**config.mk**
```make
export PLATFORM = sky130hd
export DESIGN_NAME = clk_switch_ctrl_flat
export DESIGN_NICKNAME = d
export VERILOG_FILES = /design/src/rtl/clk_switch_ctrl_pkg.sv /design/src/rtl/clk_switch_ctrl_if.sv /design/src/rtl/clk_sync_2ff.sv /design/src/rtl/clk_switch_ctrl.sv /design/src/flat_wrapper.sv
export SDC_FILE = /design/constraint.sdc
export NUM_CORES = 1
export LEC_CHECK = 0
export ABC_AREA = 1
export BUFFER_PORTS_ARGS = -buffer_cell sky130_fd_sc_hd__buf_2
export CAP_MARGIN = 10
export CORE_UTILIZATION = 50
export CTS_BUF_LIST = sky130_fd_sc_hd__clkbuf_8
export DETAILED_ROUTE_END_ITERATION = 10
export MAX_ROUTING_LAYER = met4
export PLACE_DENSITY = 0.68
export SLEW_MARGIN = 10
export SYNTH_ARGS = -nofsm -noshare
export SYNTH_HDL_FRONTEND = slang
export SYNTH_SLANG_ARGS = --single-unit
```
**constraint.sdc**
```tcl
create_clock -name clk0 -period 2.65 [get_ports clk0]
set_input_delay 0.3975 -clock clk0 [delete_from_list [all_inputs] [get_ports clk0]]
set_output_delay 0.3975 -clock clk0 [all_outputs]
set_load 0.05 [all_outputs]
```
**src/rtl/clk_switch_ctrl_pkg.sv**
```systemverilog
// ============================================================================
// clk_switch_pkg : shared types and defaults for the clk0/clk1 switch sequencer
// Revision: 1.0
// ============================================================================
`default_nettype none

package clk_switch_pkg;

   localparam int DEFAULT_GUARD_CYCLES   = 8;
   localparam int DEFAULT_TIMEOUT_CYCLES = 1024;

   typedef enum logic [2:0] {
      C0_ON       = 3'd0,
      C0_OFF_WAIT = 3'd1,
      C1_ON_WAIT  = 3'd2,
      C1_ON       = 3'd3,
      C1_OFF_WAIT = 3'd4,
      C0_ON_WAIT  = 3'd5
   } ctrl_state_e;

   // Counter must hold the larger of the two reload values.
   function automatic int cnt_width(input int guard, input int timeout);
      return (guard > timeout) ? $clog2(guard + 1) : $clog2(timeout + 1);
   endfunction

endpackage

`default_nettype wire

```
**src/rtl/clk_switch_ctrl_if.sv**
```systemverilog
// ============================================================================
// clk_switch_ctrl_if : request handshake and switch-enable bundle
// Revision: 1.0
// ============================================================================
`default_nettype none

interface clk_switch_ctrl_if;

   logic sw_req;
   logic sw_sel;
   logic sw_ready;
   logic sw_done;
   logic sw_err;
   logic cur_sel;
   logic clk0_enable;
   logic clk1_enable;
   logic clk1_active_async;

   modport master (
      output sw_req, sw_sel, clk1_active_async,
      input  sw_ready, sw_done, sw_err, cur_sel, clk0_enable, clk1_enable
   );

   modport slave (
      input  sw_req, sw_sel, clk1_active_async,
      output sw_ready, sw_done, sw_err, cur_sel, clk0_enable, clk1_enable
   );

endinterface

`default_nettype wire

```
**src/rtl/clk_sync_2ff.sv**
```systemverilog
// ============================================================================
// clk_sync_2ff : generic two-flop synchronizer, async active-low reset
// Revision: 1.0
// ============================================================================
`default_nettype none

module clk_sync_2ff #(
   parameter int               WIDTH     = 1,
   parameter logic [WIDTH-1:0] RESET_VAL = '0
) (
   input  logic             clk_i,
   input  logic             rst_ni,
   input  logic [WIDTH-1:0] d_i,
   output logic [WIDTH-1:0] q_o
);

   logic [WIDTH-1:0] meta_q;
   logic [WIDTH-1:0] sync_q;

   always_ff @(posedge clk_i or negedge rst_ni) begin
      if (!rst_ni) begin
         meta_q <= RESET_VAL;
         sync_q <= RESET_VAL;
      end else begin
         meta_q <= d_i;
         sync_q <= meta_q;
      end
   end

   assign q_o = sync_q;

endmodule

`default_nettype wire

```
**src/rtl/clk_switch_ctrl.sv**
```systemverilog
// ============================================================================
// clk_switch_ctrl : break-before-make sequencer for the AXI/pixel clock switch
// Revision: 1.0
// ============================================================================
`default_nettype none

module clk_switch_ctrl
   import clk_switch_pkg::*;
#(
   parameter int GUARD_CYCLES   = DEFAULT_GUARD_CYCLES,
   parameter int TIMEOUT_CYCLES = DEFAULT_TIMEOUT_CYCLES
) (
   input  logic             clk0,
   input  logic             clk0_rst_n,
   clk_switch_ctrl_if.slave bus
);

   localparam int            CW           = cnt_width(GUARD_CYCLES, TIMEOUT_CYCLES);
   localparam logic [CW-1:0] GUARD_INIT   = CW'(GUARD_CYCLES);
   localparam logic [CW-1:0] TIMEOUT_INIT = CW'(TIMEOUT_CYCLES);
   localparam logic [CW-1:0] CNT_ONE      = CW'(1);

   ctrl_state_e   state_q;
   logic [CW-1:0] cnt_q;
   logic          clk0_en_q;
   logic          clk1_en_q;
   logic          cur_sel_q;
   logic          sw_ready_q;
   logic          sw_done_q;
   logic          sw_err_q;
   logic          act_s;

   clk_sync_2ff #(
      .WIDTH     (1),
      .RESET_VAL (1'b0)
   ) u_act_sync (
      .clk_i  (clk0),
      .rst_ni (clk0_rst_n),
      .d_i    (bus.clk1_active_async),
      .q_o    (act_s)
   );

   always_ff @(posedge clk0 or negedge clk0_rst_n) begin
      if (!clk0_rst_n) begin
         state_q    <= C0_ON;
         cnt_q      <= '0;
         clk0_en_q  <= 1'b1;
         clk1_en_q  <= 1'b0;
         cur_sel_q  <= 1'b0;
         sw_ready_q <= 1'b1;
         sw_done_q  <= 1'b0;
         sw_err_q   <= 1'b0;
      end else begin
         sw_done_q <= 1'b0;
         sw_err_q  <= 1'b0;
         case (state_q)
            C0_ON: begin
               if (bus.sw_req) begin
                  if (bus.sw_sel) begin
                     clk0_en_q  <= 1'b0;
                     cnt_q      <= GUARD_INIT;
                     sw_ready_q <= 1'b0;
                     state_q    <= C0_OFF_WAIT;
                  end else begin
                     sw_done_q <= 1'b1;
                  end
               end
            end
            C0_OFF_WAIT: begin
               if (cnt_q == CNT_ONE) begin
                  clk1_en_q <= 1'b1;
                  cnt_q     <= TIMEOUT_INIT;
                  state_q   <= C1_ON_WAIT;
               end else begin
                  cnt_q <= cnt_q - CNT_ONE;
               end
            end
            C1_ON_WAIT: begin
               if (act_s) begin
                  cur_sel_q  <= 1'b1;
                  sw_done_q  <= 1'b1;
                  sw_ready_q <= 1'b1;
                  state_q    <= C1_ON;
               end else if (cnt_q == CNT_ONE) begin
                  // Pixel clock never came up: fall back to the AXI clock.
                  clk1_en_q  <= 1'b0;
                  clk0_en_q  <= 1'b1;
                  sw_err_q   <= 1'b1;
                  sw_ready_q <= 1'b1;
                  state_q    <= C0_ON;
               end else begin
                  cnt_q <= cnt_q - CNT_ONE;
               end
            end
            C1_ON: begin
               if (bus.sw_req) begin
                  if (!bus.sw_sel) begin
                     clk1_en_q  <= 1'b0;
                     cnt_q      <= TIMEOUT_INIT;
                     sw_ready_q <= 1'b0;
                     state_q    <= C1_OFF_WAIT;
                  end else begin
                     sw_done_q <= 1'b1;
                  end
               end
            end
            C1_OFF_WAIT: begin
               // A gate that never reports off still proceeds, flagged as an error.
               if (!act_s || (cnt_q == CNT_ONE)) begin
                  clk0_en_q <= 1'b1;
                  cnt_q     <= GUARD_INIT;
                  sw_err_q  <= act_s;
                  state_q   <= C0_ON_WAIT;
               end else begin
                  cnt_q <= cnt_q - CNT_ONE;
               end
            end
            C0_ON_WAIT: begin
               if (cnt_q == CNT_ONE) begin
                  cur_sel_q  <= 1'b0;
                  sw_done_q  <= 1'b1;
                  sw_ready_q <= 1'b1;
                  state_q    <= C0_ON;
               end else begin
                  cnt_q <= cnt_q - CNT_ONE;
               end
            end
            default: begin
               state_q    <= C0_ON;
               clk0_en_q  <= 1'b1;
               clk1_en_q  <= 1'b0;
               cur_sel_q  <= 1'b0;
               sw_ready_q <= 1'b1;
            end
         endcase
      end
   end

   assign bus.clk0_enable = clk0_en_q;
   assign bus.clk1_enable = clk1_en_q;
   assign bus.cur_sel     = cur_sel_q;
   assign bus.sw_ready    = sw_ready_q;
   assign bus.sw_done     = sw_done_q;
   assign bus.sw_err      = sw_err_q;

endmodule

`default_nettype wire

```
**src/flat_wrapper.sv**
```systemverilog
// flat-port wrapper written by rule: the top's interface ports become plain ports
module clk_switch_ctrl_flat import clk_switch_pkg::*;
#(
   parameter int GUARD_CYCLES   = DEFAULT_GUARD_CYCLES,
   parameter int TIMEOUT_CYCLES = DEFAULT_TIMEOUT_CYCLES
)
  (clk0, clk0_rst_n, bus_sw_req, bus_sw_sel, bus_clk1_active_async, bus_sw_ready, bus_sw_done, bus_sw_err, bus_cur_sel, bus_clk0_enable, bus_clk1_enable);
  clk_switch_ctrl_if bus_i ();
  input  logic clk0;
  input  logic clk0_rst_n;
  input wire logic [$bits(bus_i.sw_req)-1:0] bus_sw_req;
  input wire logic [$bits(bus_i.sw_sel)-1:0] bus_sw_sel;
  input wire logic [$bits(bus_i.clk1_active_async)-1:0] bus_clk1_active_async;
  output wire logic [$bits(bus_i.sw_ready)-1:0] bus_sw_ready;
  output wire logic [$bits(bus_i.sw_done)-1:0] bus_sw_done;
  output wire logic [$bits(bus_i.sw_err)-1:0] bus_sw_err;
  output wire logic [$bits(bus_i.cur_sel)-1:0] bus_cur_sel;
  output wire logic [$bits(bus_i.clk0_enable)-1:0] bus_clk0_enable;
  output wire logic [$bits(bus_i.clk1_enable)-1:0] bus_clk1_enable;
  assign bus_i.sw_req = bus_sw_req;
  assign bus_i.sw_sel = bus_sw_sel;
  assign bus_i.clk1_active_async = bus_clk1_active_async;
  assign bus_sw_ready = bus_i.sw_ready;
  assign bus_sw_done = bus_i.sw_done;
  assign bus_sw_err = bus_i.sw_err;
  assign bus_cur_sel = bus_i.cur_sel;
  assign bus_clk0_enable = bus_i.clk0_enable;
  assign bus_clk1_enable = bus_i.clk1_enable;
  clk_switch_ctrl #(.GUARD_CYCLES(GUARD_CYCLES), .TIMEOUT_CYCLES(TIMEOUT_CYCLES)) u_core (.clk0(clk0), .clk0_rst_n(clk0_rst_n), .bus(bus_i));
endmodule
```
==> impl_metrics.tcl, run 1 <==
set metrics [dict create \
    synth_nets 242 \
    fill_cells 271 \
    vias 1445 \
    syn_area_per_cell_sq_um 6.73 \
    ys_warn_count 0 \
    die_height_um 58.1 \
    stdcell_area_sq_um 1730 \
    grt-ovfl-total 0 \
    die_area_sq_um 3380 \
    area_growth_pct 9.62 \
    slew_headroom_pct 67.9 \
    netlist_area_sq_um 1570 \
    fin_crit_sh_pct 69.1 \
    setup-tns-final_ps 0 \
    power.total_mw 2.27 \
    clock_path_buffers 2 \
    ctsHoldBuffers 0 \
    start_util_pct 54.7 \
    fin_nets 255 \
    worstSetupPathType "flip-flop to flip-flop" \
    reg2reg_from "u_core.state_q[0]" \
    io_buffer_count 10 \
    grt_setup_unrepaired "no" \
    use_met3_pct 3.57 \
    grt_max_degree 23 \
    powerDensity_nw_per_um2 1320 \
    cts-resized-gates 0 \
    place_ws_ps 831 \
    rrSetupSlack_ps 820 \
    cp_max_fo 14 \
    post-cts-setup-buffers 0 \
    ir_worst_vdd_mv 0.624 \
    dp_hpwl_um 2660 \
    fin_crit_ps 1830 \
    hold_class "input port to async pin" \
    setup_viol 0 \
    dr.pass1.iters 4 \
    grt_pass1_wl_um 6090 \
    seq_area_frac_synth_pct 35.1 \
    core_sq_um 2880 \
    place_congestion 0.934 \
    crit_required_ps 2810 \
    clk_latency_ps 260 \
    synth.distinct_cells 30 \
    r2r_cells 11 \
    cts_max_level 1 \
    remaining_drc_errors 0 \
    die_w_um 58.1 \
    fin_skew_ps 2.91 \
    wire_per_inst_um 12.0 \
    cts_made_buffers 3 \
    ant_nets 0 \
    ios 11 \
    antennaDiodeCount 0 \
    avgViaCountPerCell 5.02 \
    cap_violations 0 \
    drtIter0Drc 95 \
    met2_usage_pct 33.7 \
    dpl_cell_area_sq_um 1650 \
    worstPathArrival_ps 1990 \
    busiest_layer "met1" \
    layout-drive-gt1-share_pct 13.8 \
    cp-startpoint "u_core.state_q[0]" \
    cts.clk_slew.worst_paths_ps 80 \
    end_kind "flip-flop" \
    antenna_found_initial 0 \
    placementRows 19 \
    total_leakage_power_nw 0.964 \
    grt_pass1_vias 1314 \
    max_freq_mhz 546 \
    grt.total_usage_pct 24.3 \
    status "finished, final reports clean" \
    cts_root_buffer "clkbuf_8" \
    drt_wl_total_um 3470 \
    slew_violations 0 \
    syn_inst 234 \
    final.setup.worst_slack_ps 819 \
    finalHoldViolations 0 \
    r2r-end "u_core.cnt_q[8]" \
    cts.sinks 22 \
    critPathCapture "u_core.cnt_q[8]" \
    synth_seq_cells 22 \
    grtUsageMet1_pct 35.9 \
    tightest_slew_ps 481 \
    cts_tree "done" \
    worstSetupStartpointType "flip-flop" \
]
[per-stage QoR]
step                util [%]  instances  hold slack (ps)
global route            60.0        288              122
finish                  60.0        288             80.4
CTS                     60.0        288             91.2
floorplan                  -        234              102
detailed placement      57.5        284              340
global placement        57.5        284              336
[cell usage after synthesis (all sizes together)]
cell | number | share of area (%)
nand2 | 86 | 22
o31ai | 1 | 0.48
nand4 | 3 | 1.2
xor2 | 2 | 1.1
nor2 | 28 | 7.9
buf | 2 | 1.4
o21bai | 3 | 1.4
a21oi | 6 | 2.1
dfrtp | 20 | 32
nand3 | 30 | 10
a21boi | 1 | 0.48
o21ai | 9 | 3.1
dfstp | 2 | 3.3
nand3b | 1 | 0.48
nor3 | 5 | 1.9
o211ai | 1 | 0.48
ha | 3 | 2.4
and3b | 1 | 0.56
inv | 29 | 6.9
and2 | 1 | 0.40
[per-layer routing]
layer	up-vias	share of wire [%]	wire length, um
li1	773	-	-
met1	634	53	1840
met2	34	41	1430
met3	4	4.6	159
met4	0	1.2	40
met5	-	0	0
[cells by family after synthesis]
kind of cell               count (synthesis)  share of synthesized area [%]
AOI/OAI and AO/OA                         21                           8.11
xor gates and xnor gates                   2                           1.11
adders and majority gates                  3                           2.38
buffers and inverters                     31                           8.35
DFF                                       22                           35.1
and+or+nand+nor                          155                           44.9
[how the worst min path moves through the flow]
stage / start / endpoint / slack [ps] / cells after the start
6_report: clk0_rst_n / u_core.state_q[0] / 80 / 1
5_1_grt: clk0_rst_n / u_core.bus.clk1_enable / 120 / 1
4_1_cts: clk0_rst_n / u_core.bus.clk1_enable / 90 / 1
3_5_place_dp: u_core.u_act_sync.meta_q / u_core.u_act_sync.q_o / 340 / 0
3_3_place_gp: u_core.u_act_sync.meta_q / u_core.u_act_sync.q_o / 340 / 0
2_1_floorplan: clk0_rst_n / u_core.bus.clk1_enable / 100 / 0
[cell type report]
cell class / count / area (sq um) / share of cell area, %
well taps: 42 / 52.6 / 3.05
inverters: 29 / 109 / 6.31
clock buffers: 3 / 41.3 / 2.39
flip-flops and latches: 22 / 553 / 32.1
clock inverters: 1 / 30.0 / 1.74
repair buffers: 10 / 50.0 / 2.90
multi-input cells: 181 / 890 / 51.6
[where the power goes]
part	leakage, nW	switching, mW	internal [mW]
Clock	0.0357	0.115	0.202
Sequential	0.281	0.116	0.462
Combinational	0.648	0.955	0.421
Total	0.964	1.19	1.09
[cells in the final DEF (no fill, tap or decap), types with 2 or more instances in the layout]
cell type | Yosys | final
nand4_1 | 3 | 3
o21bai_1 | 3 | 3
dfstp_2 | 2 | 2
xor2_1 | 2 | 2
clkbuf_8 | 0 | 3
o21ai_1 | 4 | 4
dfrtp_1 | 20 | 20
inv_2 | 2 | 2
nor2_1 | 24 | 24
nand3_1 | 28 | 28
o21ai_0 | 4 | 4
buf_2 | 0 | 10
nor2_2 | 2 | 2
nand2_2 | 5 | 5
a21oi_1 | 5 | 5
nor3_1 | 4 | 4
nand2_4 | 2 | 2
ha_1 | 3 | 3
nand3_2 | 2 | 2
nor2_4 | 2 | 2
inv_1 | 27 | 27
nand2_1 | 79 | 79
[worst max-delay path: stages, from the launching register on]
cell and delay [ps]:
dfrtp_1 470, nand2_1 160, nor2_4 60, ha_1 190, inv_1 60, nand2_2 60
inv_1 60, nand3_2 70, nor2_4 310, nand3_1 150, nand2_1 90, nor2_1 40
[sequential cells by signal (all words and copies together) (netlist names)]
register	flops
u_core.u_act_sync.meta_q	1
u_core.bus.clk1_enable	1
u_core.cnt_q	11
u_core.state_q	3
u_core.bus.clk0_enable	1
u_core.u_act_sync.q_o	1
u_core.bus.sw_ready	1
u_core.bus.sw_err	1
u_core.bus.cur_sel	1
u_core.bus.sw_done	1
No activity file was read; power rests on OpenSTA's default activity.
==> inputs of run 2 (changes only) <==
- clock period: 2.65 -> 1.87 ns (I/O delays scaled with it)
==> impl_metrics.tcl, run 2 (synthesis gave the netlist of run 1 again) <==
set metrics [dict create \
    status "finished, final reports clean" \
    largest_register "u_core.cnt_q" \
    mostFrequentLayoutCell "nand2_1" \
    power.total_mw 3.22 \
    fill_cells 271 \
    place_ws_ps 142 \
    fin_crit_sh_pct 92.5 \
    ios 11 \
    crit_required_ps 2010 \
    area_growth_pct 13.1 \
    io_buffer_count 10 \
    slew_headroom_pct 67.5 \
    place_congestion 0.933 \
    slew_violations 0 \
    total_leakage_power_nw 1.00 \
    ant_nets 0 \
    placementRows 19 \
    met2_usage_pct 33.5 \
    use_met3_pct 4.69 \
    cts_max_level 1 \
    worstPathArrival_ps 1870 \
    grt_pass1_wl_um 6100 \
    dr.pass1.iters 4 \
    cap_violations 0 \
    layout-drive-gt1-share_pct 17.2 \
    dpl_cell_area_sq_um 1710 \
    tightest_slew_ps 488 \
    grtUsageMet1_pct 36.3 \
    grt_max_degree 23 \
    p_sw_mw 1.69 \
    ir_worst_vdd_mv 0.882 \
    largest_reg_flops 11 \
    core_sq_um 2880 \
    power_switching_share_pct 52.7 \
    wire_per_inst_um 11.6 \
    final.setup.worst_slack_ps 140 \
    pwr-share-comb_pct 66.1 \
    start_util_pct 54.7 \
    grt-ovfl-total 0 \
    busiest_layer "met1" \
    die_area_sq_um 3380 \
    cts.clk_slew.worst_paths_ps 80 \
    dp_hpwl_um 2660 \
    mostFrequentLayoutCells "79 x nand2_1, 28 x inv_1, 28 x nand3_1" \
    cp_max_fo 8 \
    fin_nets 265 \
    fin_crit_ps 1730 \
    clk_latency_ps 260 \
    max_freq_mhz 578 \
    stdcell_area_sq_um 1780 \
    r2r-end "u_core.cnt_q[1]" \
    drtIter0Drc 61 \
    setup_viol 0 \
    vias 1495 \
    die_w_um 58.1 \
    clock_path_buffers 2 \
    worstSetupStartpointType "flip-flop" \
    clkPwrFrac_pct 9.0 \
    hold_class "input port to flip-flop" \
    hold_end "u_core.u_act_sync.meta_q" \
    largestRegisters "u_core.cnt_q: 11 flops, u_core.state_q: 3 flops" \
    antennaDiodeCount 0 \
    avgViaCountPerCell 5.02 \
    cts.sinks 22 \
    rrSetupSlack_ps 140 \
    final_util_pct 61.9 \
    r2r_cells 8 \
    drt_wl_total_um 3470 \
    fin_skew_ps 8.62 \
    worstSetupPathType "flip-flop to flip-flop" \
    die_height_um 58.1 \
    grt_setup_unrepaired "no" \
    remaining_drc_errors 0 \
    whs_path_depth 1 \
    antenna_found_initial 0 \
    cts_made_buffers 3 \
    cts_root_buffer "clkbuf_8" \
    powerDensity_nw_per_um2 1810 \
    setup-tns-final_ps 0 \
    min_from "bus_clk1_active_async" \
    grt_pass1_vias 1384 \
    reg2reg_from "u_core.cnt_q[4]" \
    grt.total_usage_pct 24.2 \
    p_int_mw 1.52 \
    finalHoldViolations 0 \
    cts_tree "done" \
    end_kind "flip-flop" \
    seqPwrFrac_pct 24.9 \
]
-- run 2: per-stage QoR --
step                hold slack [ps]  instances
floorplan                     -15.1        234
global placement                275        292
detailed placement              277        292
CTS                             120        297
global route                    115        298
finish                          128        298
-- run 2: worst max path at each step --
stage | slack (ps) | startpoint | endpoint
detailed placement | 140 | u_core.state_q[0] | u_core.cnt_q[8]
global placement | 150 | u_core.state_q[0] | u_core.cnt_q[8]
global route | 9 | u_core.state_q[0] | u_core.cnt_q[8]
finish | 140 | u_core.cnt_q[4] | u_core.cnt_q[1]
floorplan | 320 | u_core.state_q[0] | u_core.cnt_q[1]
CTS | 120 | u_core.state_q[0] | u_core.cnt_q[8]
-- run 2: power groups by stage --
stage | Clock [mW] | Combinational (mW) | Sequential (mW)
floorplan | 0 | 1.44 | 0.958
global placement | 0 | 2.07 | 0.802
detailed placement | 0 | 2.06 | 0.805
CTS | 0.306 | 2.08 | 0.795
global route | 0.325 | 2.42 | 0.818
finish | 0.291 | 2.13 | 0.800
-- run 2: repair_timing --
action                                  4_1_cts  5_1_grt
endpoints found under the setup margin        0        8
gates resized for setup                       0        2
buffers inserted                              0        1
hold endpoints to repair                     20        0
hold buffers                                  1        0
-- run 2: area by class of cell --
type | count | area [sq um] | area share (%)
Clock buffer | 3 | 41.3 | 2.32
Inverter | 29 | 109 | 6.11
Tap cell | 42 | 52.6 | 2.95
Multi-Input combinational cell | 181 | 892 | 50.1
Sequential cell | 22 | 554 | 31.1
Clock inverter | 1 | 3.75 | 0.211
Timing Repair Buffer | 20 | 128 | 7.17
-- run 2: metal layers --
| metal | vias up | share of wire (%) |
|---|---|---|
| met5 | - | 0 |
| met4 | 0 | 0.61 |
| met3 | 2 | 8.2 |
| met2 | 59 | 40 |
| met1 | 643 | 51 |
| li1 | 791 | - |
-- run 2: worst max-delay path, cell delays in order (launching register included) --
cell and delay (ps):
dfrtp_1 430, nor2_1 190, nand2_1 110, nor2_1 120, nand2_2 150, a21oi_1 290
nand2_1 130, nor2_1 140, a21oi_1 60
